File: config.mk
export PLATFORM = sky130hd
export DESIGN_NAME = fetch_stage_flat
export DESIGN_NICKNAME = d
export VERILOG_FILES = /design/src/rtl/fetch_stage_if.sv /design/src/rtl/fetch_stage.sv /design/src/flat_wrapper.sv
export SDC_FILE = /design/constraint.sdc
export NUM_CORES = 1
export LEC_CHECK = 0
export CAP_MARGIN = 20
export CORE_MARGIN = 5
export CORE_UTILIZATION = 42
export DETAILED_ROUTE_END_ITERATION = 12
export GPL_ROUTABILITY_DRIVEN = 0
export PLACE_DENSITY = 0.75
export SETUP_SLACK_MARGIN = 0.05
export SKIP_CTS_REPAIR_TIMING = 1
export SLEW_MARGIN = 10
export SYNTH_ARGS = -nofsm -noshare
export SYNTH_HDL_FRONTEND = slang
export SYNTH_SLANG_ARGS = --single-unit
File: constraint.sdc
create_clock -name clk_i -period 3.58 [get_ports clk_i]
set_input_delay 0.537 -clock clk_i [delete_from_list [all_inputs] [get_ports clk_i]]
set_output_delay 0.537 -clock clk_i [all_outputs]
set_load 0.02 [all_outputs]
File: src/rtl/fetch_stage_if.sv
// Fetch-stage bus bundle: instruction-memory read port, execute redirect and decode handshake.
// master is the fetch stage's view; slave is the memory/decode/execute side.
interface fetch_stage_if #(
    parameter int DATAWIDTH = 32
);
    logic                 imem_re_o;
    logic [DATAWIDTH-1:0] imem_raddr_o;
    logic [DATAWIDTH-1:0] imem_rdata_i;
    logic                 redirect_i;
    logic [DATAWIDTH-1:0] redirect_pc_i;
    logic                 valid_o;
    logic                 ready_i;
    logic [DATAWIDTH-1:0] inst_o;
    logic [DATAWIDTH-1:0] pc_o;

    modport master (
        output imem_re_o, imem_raddr_o, valid_o, inst_o, pc_o,
        input  imem_rdata_i, redirect_i, redirect_pc_i, ready_i
    );

    modport slave (
        input  imem_re_o, imem_raddr_o, valid_o, inst_o, pc_o,
        output imem_rdata_i, redirect_i, redirect_pc_i, ready_i
    );
endinterface

File: src/rtl/fetch_stage.sv
// Instruction fetch front end: owns the PC, issues imem reads under a credit limit,
// buffers {pc, inst} in a small FIFO for decode and flushes everything on redirect.
module fetch_stage #(
    parameter int                   DATAWIDTH = 32,
    parameter logic [DATAWIDTH-1:0] RESET_PC  = {DATAWIDTH{1'b0}},
    parameter int                   DEPTH     = 2
) (
    input  logic          clk_i,
    input  logic          rst_i,
    fetch_stage_if.master bus
);
    localparam int CW = $clog2(DEPTH + 1);
    localparam int PW = $clog2(DEPTH);
    localparam logic [DATAWIDTH-1:0] PC_STEP    = {{(DATAWIDTH-3){1'b0}}, 3'b100};
    localparam logic [DATAWIDTH-1:0] ALIGN_MASK = {{(DATAWIDTH-2){1'b1}}, 2'b00};

    logic [DATAWIDTH-1:0] pc_q, pc_d;
    logic [DATAWIDTH-1:0] inflight_pc_q, inflight_pc_d;
    logic                 inflight_q, inflight_d;
    logic [CW-1:0]        count_q, count_d;
    logic [PW-1:0]        rptr_q, rptr_d;
    logic [PW-1:0]        wptr_q, wptr_d;
    logic [DATAWIDTH-1:0] pc_mem_q   [DEPTH];
    logic [DATAWIDTH-1:0] inst_mem_q [DEPTH];

    logic                 valid_s;
    logic                 pop_s;
    logic                 push_s;
    logic                 issue_s;
    logic [CW:0]          occ_s;

    function automatic logic [PW-1:0] next_ptr(input logic [PW-1:0] p);
        logic [PW-1:0] n;
        if (p == PW'(DEPTH - 1)) begin
            n = {PW{1'b0}};
        end else begin
            n = p + {{(PW-1){1'b0}}, 1'b1};
        end
        return n;
    endfunction

    // Handshake and credit decode; reset level gates requests so they drop the instant reset asserts
    always_comb begin
        valid_s = 1'b0;
        pop_s   = 1'b0;
        push_s  = 1'b0;
        issue_s = 1'b0;
        occ_s   = {1'b0, count_q} + {{CW{1'b0}}, inflight_q};
        if (rst_i && !bus.redirect_i) begin
            valid_s = (count_q != {CW{1'b0}});
            pop_s   = valid_s & bus.ready_i;
            push_s  = inflight_q;
            // Credit counts buffered plus in-flight, so a returning response always finds room
            occ_s   = occ_s - {{CW{1'b0}}, pop_s};
            issue_s = (occ_s < (CW+1)'(DEPTH));
        end else begin
            valid_s = 1'b0;
        end
    end

    // Next-state: redirect flushes the FIFO and drops the in-flight response
    always_comb begin
        pc_d          = pc_q;
        inflight_d    = 1'b0;
        inflight_pc_d = inflight_pc_q;
        count_d       = count_q;
        rptr_d        = rptr_q;
        wptr_d        = wptr_q;
        if (bus.redirect_i) begin
            pc_d    = bus.redirect_pc_i & ALIGN_MASK;
            count_d = {CW{1'b0}};
            rptr_d  = {PW{1'b0}};
            wptr_d  = {PW{1'b0}};
        end else begin
            if (issue_s) begin
                pc_d          = pc_q + PC_STEP;
                inflight_pc_d = pc_q;
                inflight_d    = 1'b1;
            end else begin
                inflight_d    = 1'b0;
            end
            if (push_s) begin
                wptr_d = next_ptr(wptr_q);
            end else begin
                wptr_d = wptr_q;
            end
            if (pop_s) begin
                rptr_d = next_ptr(rptr_q);
            end else begin
                rptr_d = rptr_q;
            end
            count_d = count_q + {{(CW-1){1'b0}}, push_s} - {{(CW-1){1'b0}}, pop_s};
        end
    end

    // State registers and FIFO storage
    always_ff @(posedge clk_i or negedge rst_i) begin
        if (!rst_i) begin
            pc_q          <= RESET_PC;
            inflight_pc_q <= {DATAWIDTH{1'b0}};
            inflight_q    <= 1'b0;
            count_q       <= {CW{1'b0}};
            rptr_q        <= {PW{1'b0}};
            wptr_q        <= {PW{1'b0}};
            for (int i = 0; i < DEPTH; i++) begin
                pc_mem_q[i]   <= {DATAWIDTH{1'b0}};
                inst_mem_q[i] <= {DATAWIDTH{1'b0}};
            end
        end else begin
            pc_q          <= pc_d;
            inflight_pc_q <= inflight_pc_d;
            inflight_q    <= inflight_d;
            count_q       <= count_d;
            rptr_q        <= rptr_d;
            wptr_q        <= wptr_d;
            if (push_s) begin
                pc_mem_q[wptr_q]   <= inflight_pc_q;
                inst_mem_q[wptr_q] <= bus.imem_rdata_i;
            end
        end
    end

    assign bus.imem_re_o    = issue_s;
    assign bus.imem_raddr_o = pc_q;
    assign bus.valid_o      = valid_s;
    assign bus.inst_o       = inst_mem_q[rptr_q];
    assign bus.pc_o         = pc_mem_q[rptr_q];
endmodule

File: src/flat_wrapper.sv
// flat-port wrapper written by rule: the top's interface ports become plain ports
module fetch_stage_flat 
#(
    parameter int                   DATAWIDTH = 32,
    parameter logic [DATAWIDTH-1:0] RESET_PC  = {DATAWIDTH{1'b0}},
    parameter int                   DEPTH     = 2
)
  (clk_i, rst_i, bus_imem_re_o, bus_imem_raddr_o, bus_valid_o, bus_inst_o, bus_pc_o, bus_imem_rdata_i, bus_redirect_i, bus_redirect_pc_i, bus_ready_i);
  fetch_stage_if #(.DATAWIDTH(DATAWIDTH)) bus_i ();
  input  logic clk_i;
  input  logic rst_i;
  output wire logic [$bits(bus_i.imem_re_o)-1:0] bus_imem_re_o;
  output wire logic [$bits(bus_i.imem_raddr_o)-1:0] bus_imem_raddr_o;
  output wire logic [$bits(bus_i.valid_o)-1:0] bus_valid_o;
  output wire logic [$bits(bus_i.inst_o)-1:0] bus_inst_o;
  output wire logic [$bits(bus_i.pc_o)-1:0] bus_pc_o;
  input wire logic [$bits(bus_i.imem_rdata_i)-1:0] bus_imem_rdata_i;
  input wire logic [$bits(bus_i.redirect_i)-1:0] bus_redirect_i;
  input wire logic [$bits(bus_i.redirect_pc_i)-1:0] bus_redirect_pc_i;
  input wire logic [$bits(bus_i.ready_i)-1:0] bus_ready_i;
  assign bus_imem_re_o = bus_i.imem_re_o;
  assign bus_imem_raddr_o = bus_i.imem_raddr_o;
  assign bus_valid_o = bus_i.valid_o;
  assign bus_inst_o = bus_i.inst_o;
  assign bus_pc_o = bus_i.pc_o;
  assign bus_i.imem_rdata_i = bus_imem_rdata_i;
  assign bus_i.redirect_i = bus_redirect_i;
  assign bus_i.redirect_pc_i = bus_redirect_pc_i;
  assign bus_i.ready_i = bus_ready_i;
  fetch_stage #(.DATAWIDTH(DATAWIDTH), .RESET_PC(RESET_PC), .DEPTH(DEPTH)) u_core (.clk_i(clk_i), .rst_i(rst_i), .bus(bus_i));
endmodule
==> results.sh, run 1 <==
export IMPL_dieArea_sq_um=23500
export IMPL_start_util_pct=42.7
export IMPL_final_hold_viol_count=0
export IMPL_synth_edf_count=0
export IMPL_insertion_delay_ns=0.42
export IMPL_wirelength_mm=20.2
export IMPL_num_rows=52
export IMPL_synth_distinct_cells=43
export IMPL_yosysSeqAreaShare_pct=54.8
export IMPL_worstSetupPathType="reg -> out"
export IMPL_p_leak_nw=5.06
export IMPL_htreeDepth=4
export IMPL_cts_buffers=17
export IMPL_routedWlPerCell_um=17.6
export IMPL_crit_path_end_kind="primary output"
export IMPL_worstPathRequired_ns=3.04
export IMPL_drt_pass1_iterations=7
export IMPL_yosysTopAreaCell="dfrtp_1"
export IMPL_die_width_um=153
export IMPL_routed_via_count=6007
export IMPL_clock_sinks=189
export IMPL_cp_start_kind="flop"
export IMPL_outcome="complete, no violations"
export IMPL_antenna_found_initial=0
export IMPL_vias_per_cell=5.24
export IMPL_setup_tns_ns=0
export IMPL_placed_cell_area_sq_um=10500
export IMPL_dp_hpwl_mm=13.3
export IMPL_relSlewSlack_pct=16.0
export IMPL_io_buffers=159
export IMPL_synth_warnings=0
export IMPL_postSynthAreaPerCell_sq_um=12.1
export IMPL_clk_transition_reported_paths_ns=0.07
export IMPL_root_buffer="clkbuf_16"
export IMPL_cp_data_arrival_time_ns=2.56
export IMPL_finalSetupViolCount=0
export IMPL_async_reset_ff_share_pct=100
export IMPL_grtUsageTotal_pct=17.3
export IMPL_layout_nets=937
export IMPL_cts_tree="yes"
export IMPL_syn_inst=714
export IMPL_path_max_fanout=5
export IMPL_drive_above_1_share_pct=27.6
export IMPL_reg2reg_from="u_core.count_q[1]"
export IMPL_n_antenna_cell=0
export IMPL_grt_pass1_vias=6337
export IMPL_hold_path_class="in -> async"
export IMPL_synthDominantCellAreaShare_pct=54.8
export IMPL_chipHeight_um=153
export IMPL_synth_most_common_cell="dfrtp_1"
export IMPL_grt_max_degree=192
export IMPL_synthFlopType="dfrtp_1"
export IMPL_drc=0
export IMPL_cellPowerDensity_nw_per_um2=618
export IMPL_clockBufferDepth=2
export IMPL_r2r_end="u_core.bus.imem_raddr_o[24]"
export IMPL_synth_area_top_cells="dfrtp_1 (55%), mux2_2 (24%), nand2_1 (5.0%)"
export IMPL_slew_violations=0
export IMPL_fmax_mhz=323
export IMPL_ys_ff_latch=189
export IMPL_worst_pin_slew_ns=1.26
export IMPL_grt_pass1_wl_mm=33.3
export IMPL_worst_r2r_cell_count=12
export IMPL_syn_to_final_growth_pct=28.3
export IMPL_synth_common_cells="dfrtp_1 (189), mux2_2 (186), nand2_1 (116)"
export IMPL_coreArea_sq_um=20200
export IMPL_netlist_area_sq_um=8630
export IMPL_min_period_ns=3.10
export IMPL_min_period_over_period_pct=86.5
export IMPL_ant_nets=0
export IMPL_ff2ff_setup_slack_ns=0.59
export IMPL_pin_count=166
export IMPL_finalInstanceArea_sq_um=11100
export IMPL_gr_total_overflow=0
export IMPL_skew_ns=0.00830
export IMPL_holdWs_ns=0.183
export IMPL_max_vdd_ir_drop_v=0.000340
export IMPL_rsz0062_at_grt="no"
export IMPL_nFillCells=1706
export IMPL_drt_iter0_drc=310
export IMPL_cap_violations=0
==> final cells by class <==
cell class / count / area (sq um) / share of cell area, %
inverter: 11 / 41.3 / 0.373
tap: 270 / 338 / 3.05
sequential: 189 / 4730 / 42.7
timing repair buffer: 174 / 1740 / 15.7
multi-input combinational: 471 / 3660 / 33.0
clock buffer: 18 / 429 / 3.87
clock inverter: 13 / 138 / 1.24
==> registers in the layout, summed over array words and instances, names as in the netlist <==
name	flops
u_core.bus.imem_raddr_o	30
u_core.count_q	2
u_core.inflight_pc_q	30
u_core.inflight_q	1
u_core.inst_mem_q	64
u_core.pc_mem_q	60
u_core.rptr_q	1
u_core.wptr_q	1
==> metal layers <==
layer	GRT usage, %	wire, um	up-vias
li1	-	-	2807
met1	23.5	9160	3035
met2	28.1	9680	140
met3	3.82	954	25
met4	5.26	379	0
met5	0	0	-
==> power breakdown <==
part,internal [mW],switching [mW],total [mW]
clock network,1.03,0.828,1.86
registers,2.62,0.310,2.93
logic,1.14,0.925,2.06
total,4.79,2.06,6.85
==> how the worst max path moves through the flow <==
stage          cells past startpoint         startpoint             to  slack [ns]
2_1_floorplan                     10  u_core.count_q[1]  bus_imem_re_o        0.72
3_3_place_gp                       9        bus_ready_i  bus_imem_re_o        0.12
6_report                           8  u_core.count_q[1]  bus_imem_re_o        0.48
4_1_cts                            8  u_core.count_q[1]  bus_imem_re_o        0.07
3_5_place_dp                       9        bus_ready_i  bus_imem_re_o        0.11
5_1_grt                            8  u_core.count_q[1]  bus_imem_re_o        0.28
==> critical path, cell delays in order (launching register included) <==
cell,delay [ns]
dfrtp_1,0.46
o21a_1,0.25
ha_1,0.26
nand2b_1,0.15
fa_1,0.38
xnor2_1,0.18
nand3_2,0.12
clkinv_1,0.11
dlymetal6s2s_1,0.24
==> layout by cell type (no fill, tap or decap), types with 5 or more instances in the layout <==
cell             Yosys  layout
o211ai_1             5       5
a21oi_1              7       7
clkinv_2             0       5
nand4_1              9       9
and4_1               6       6
o311ai_0             5       5
nand2_1            116     115
clkdlybuf4s50_1      0     156
nor3_1               5       5
nor2_1              15      15
o21ai_0             25      25
buf_4                8      12
or3_1                5       5
and3_1               7       7
a221o_1              5       5
dfrtp_1            189     188
clkbuf_16            0      17
nor2b_1             10       9
inv_1               11      10
a22oi_1              5       5
a32oi_1              5       5
nand3_1             14      14
mux2_2             186     186
==> per-stage QoR <==
stage	setup slack, ns	util [%]	total power, mW	std cells
floorplan	0.720	-	4.08	717
global placement	0.116	51.9	5.00	1115
detailed placement	0.105	51.9	5.05	1115
CTS	0.0707	54.7	6.93	1146
global route	0.283	54.8	7.21	1146
finish	0.482	54.8	6.85	1146
==> kinds of logic after synthesis <==
family                   after synthesis  synth area share, %
AO/OA/AOI/OAI                         65                 4.99
XOR/XNOR                               6                0.609
adder cells (fa/ha/maj)                5                0.812
buffers and inverters                 57                 3.15
flip-flops                           189                 54.8
multiplexers                         187                 24.4
other                                  1               0.0434
AND/OR/NAND/NOR                      204                 11.2
Power figures use the tool's default switching activity.
==> run 2: changes to the inputs <==
--- a/config.mk
+++ b/config.mk
@@ -6,6 +6,7 @@
 export NUM_CORES = 1
 export LEC_CHECK = 0
 export CAP_MARGIN = 20
+export CORE_ASPECT_RATIO = 0.5
 export CORE_MARGIN = 5
 export CORE_UTILIZATION = 42
 export DETAILED_ROUTE_END_ITERATION = 12
==> run 2 against run 1 <==
  * Total power barely moved
  * Utilization shrank 0.34 points
  * Critical path depth rose by 3
  * Sequential share of layout area barely moved
  * Count of clock-buffer cells in the layout unchanged
  * Register-to-register slack lost 0.27 ns
  * Maximum frequency down 4.9%
  * Routed wire length up 2.5%
  * Sequential cell count stayed put
  * Critical path type is now reg -> reg
  * Design area is essentially flat
  * Combinational power about the same
==> results.sh, run 2 (synthesized netlist as in run 1, its figures left out) <==
export IMPL_outcome="complete, no violations"
export IMPL_grt_pass1_vias=6459
export IMPL_start_util_pct=42.4
export IMPL_drc=0
export IMPL_dp_hpwl_mm=14.0
export IMPL_skew_ns=0.00999
export IMPL_vias_per_cell=5.29
export IMPL_worst_r2r_cell_count=11
export IMPL_p_clk_share_pct=26.8
export IMPL_root_buffer="clkbuf_16"
export IMPL_clk_transition_reported_paths_ns=0.08
export IMPL_dieArea_sq_um=23700
export IMPL_power_frac_seq_pct=42.8
export IMPL_r2r_end="u_core.bus.imem_raddr_o[7]"
export IMPL_insertion_delay_ns=0.43
export IMPL_routed_via_count=6072
export IMPL_p_switching_mw=2.15
export IMPL_io_buffers=159
export IMPL_relSlewSlack_pct=30.5
export IMPL_crit_buf_inv=2
export IMPL_holdWs_ns=0.387
export IMPL_setup_tns_ns=0
export IMPL_finalSetupViolCount=0
export IMPL_ant_nets=0
export IMPL_ff2ff_setup_slack_ns=0.32
export IMPL_gr_total_overflow=0
export IMPL_worst_pin_slew_ns=1.04
export IMPL_postLayoutCoreUtil_pct=54.4
export IMPL_place_ws_ns=-0.0342
export IMPL_internal_power_mw=4.69
export IMPL_pwr_share_comb_pct=30.4
export IMPL_nFillCells=1740
export IMPL_largest_register_ff_count=64
export IMPL_pin_count=166
export IMPL_fmax_mhz=307
export IMPL_rsz0062_at_grt="no"
export IMPL_reg_top3="u_core.inst_mem_q (64), u_core.pc_mem_q (60)"
export IMPL_crit_path_end_kind="flop"
export IMPL_worstSetupPathType="reg -> reg"
export IMPL_min_period_over_period_pct=91.0
export IMPL_n_antenna_cell=0
export IMPL_grtUsageTotal_pct=17.8
export IMPL_placed_cell_area_sq_um=10500
export IMPL_critPathSlowestCell="nor2_1"
export IMPL_cts_tree="yes"
export IMPL_seq_area_sq_um=4730
export IMPL_multi_input_area_sq_um=3660
export IMPL_final_cell_mix="dfrtp_1 (188), mux2_2 (186), clkdlybuf4s50_1 (156)"
export IMPL_chipHeight_um=111
export IMPL_layout_commonest_cell="dfrtp_1"
export IMPL_setup_ws_ns=0.322
export IMPL_reg2reg_from="u_core.count_q[1]"
export IMPL_slew_violations=0
export IMPL_cap_violations=0
export IMPL_drt_pass1_iterations=5
export IMPL_clockBufferDepth=2
export IMPL_final_hold_viol_count=0
export IMPL_htreeDepth=4
export IMPL_grt_max_degree=79
export IMPL_crit_family="simple AND/OR/NAND/NOR gates"
export IMPL_p_sw_share_pct=31.4
export IMPL_critPathMaxStageDelay_ns=0.80
export IMPL_max_vdd_ir_drop_v=0.000279
export IMPL_syn_to_final_growth_pct=28.4
export IMPL_coreArea_sq_um=20400
export IMPL_cp_cell_sequence="o21a_1 > ha_1 > nand2b_1 > fa_1 > xnor2_1 > nand3_2 > inv_1 > nor2_1 > buf_4 > o21ai_0 > o211ai_1"
export IMPL_p_leak_nw=5.05
export IMPL_grt_pass1_wl_mm=34.1
export IMPL_cts_buffers=17
export IMPL_cp_start_kind="flop"
export IMPL_layout_nets=936
export IMPL_wirelength_mm=20.7
export IMPL_drt_iter0_drc=416
export IMPL_num_rows=37
export IMPL_clock_sinks=189
export IMPL_hold_path_class="in -> async"
export IMPL_cellPowerDensity_nw_per_um2=618
export IMPL_path_max_fanout=14
export IMPL_finalInstanceArea_sq_um=11100
export IMPL_largest_register="u_core.inst_mem_q"
export IMPL_antenna_found_initial=0
export IMPL_cp_data_arrival_time_ns=3.60
export IMPL_routedWlPerCell_um=18.0
export IMPL_worstPathRequired_ns=3.92
export IMPL_die_width_um=213
export IMPL_min_period_ns=3.26
export IMPL_drive_above_1_share_pct=27.7
==> run 2: changes by cell type in the layout (fill, tap and decap cells not counted), moves of 2 or more <==
cell / before / now
clkinv_2: 5 / 0
clkinvlp_4: 0 / 2
bufinv_16: 2 / 0
inv_8: 0 / 3
buf_4: 12 / 10
==> run 2: power by group through the flow <==
stage	clock (mW)	combinational [mW]	sequential, mW
floorplan	0	1.17	2.91
global placement	0	2.07	2.92
detailed placement	0	2.11	2.97
CTS	1.87	2.12	2.93
global route	1.94	2.23	3.00
finish	1.83	2.08	2.93
==> run 2: metrics by stage <==
| step | instances | power, mW |
|---|---|---|
| 6_report | 1148 | 6.85 |
| 5_1_grt | 1148 | 7.18 |
| 4_1_cts | 1148 | 6.91 |
| 3_5_place_dp | 1117 | 5.08 |
| 3_3_place_gp | 1117 | 4.99 |
| 2_1_floorplan | 717 | 4.08 |
==> run 2: layout make-up <==
cell class                 instances  area share [%]
clock buffer                      18            3.96
clock inverter                    13            1.14
inverter                          11           0.372
multi-input combinational        471            33.0
sequential                       189            42.7
tap                              273            3.08
timing repair buffer             173            15.8
==> run 2: worst max path at each step <==
stage | startpoint | endpoint | slack, ns | cells after the start
global placement | bus_ready_i | u_core.bus.imem_raddr_o[5] | 0.02 | 12
finish | u_core.count_q[1] | u_core.bus.imem_raddr_o[7] | 0.32 | 11
floorplan | u_core.count_q[1] | bus_imem_re_o | 0.72 | 10
global route | u_core.count_q[1] | u_core.bus.imem_raddr_o[7] | 0.11 | 11
detailed placement | bus_ready_i | u_core.bus.imem_raddr_o[5] | -0.03 | 12
CTS | u_core.count_q[1] | bus_imem_re_o | -0.03 | 8
==> run 2: metal layers <==
layer  vias to the layer above  part of all wire (%)  routed length, um  track usage (%)
li1                       2815                     -                  -                -
met5                         -                     0                  0                0
met1                      3098                    43               8990             23.1
met4                         0                   1.4                299             5.41
met2                       138                    51              10500             30.6
met3                        21                   4.2                874             3.24
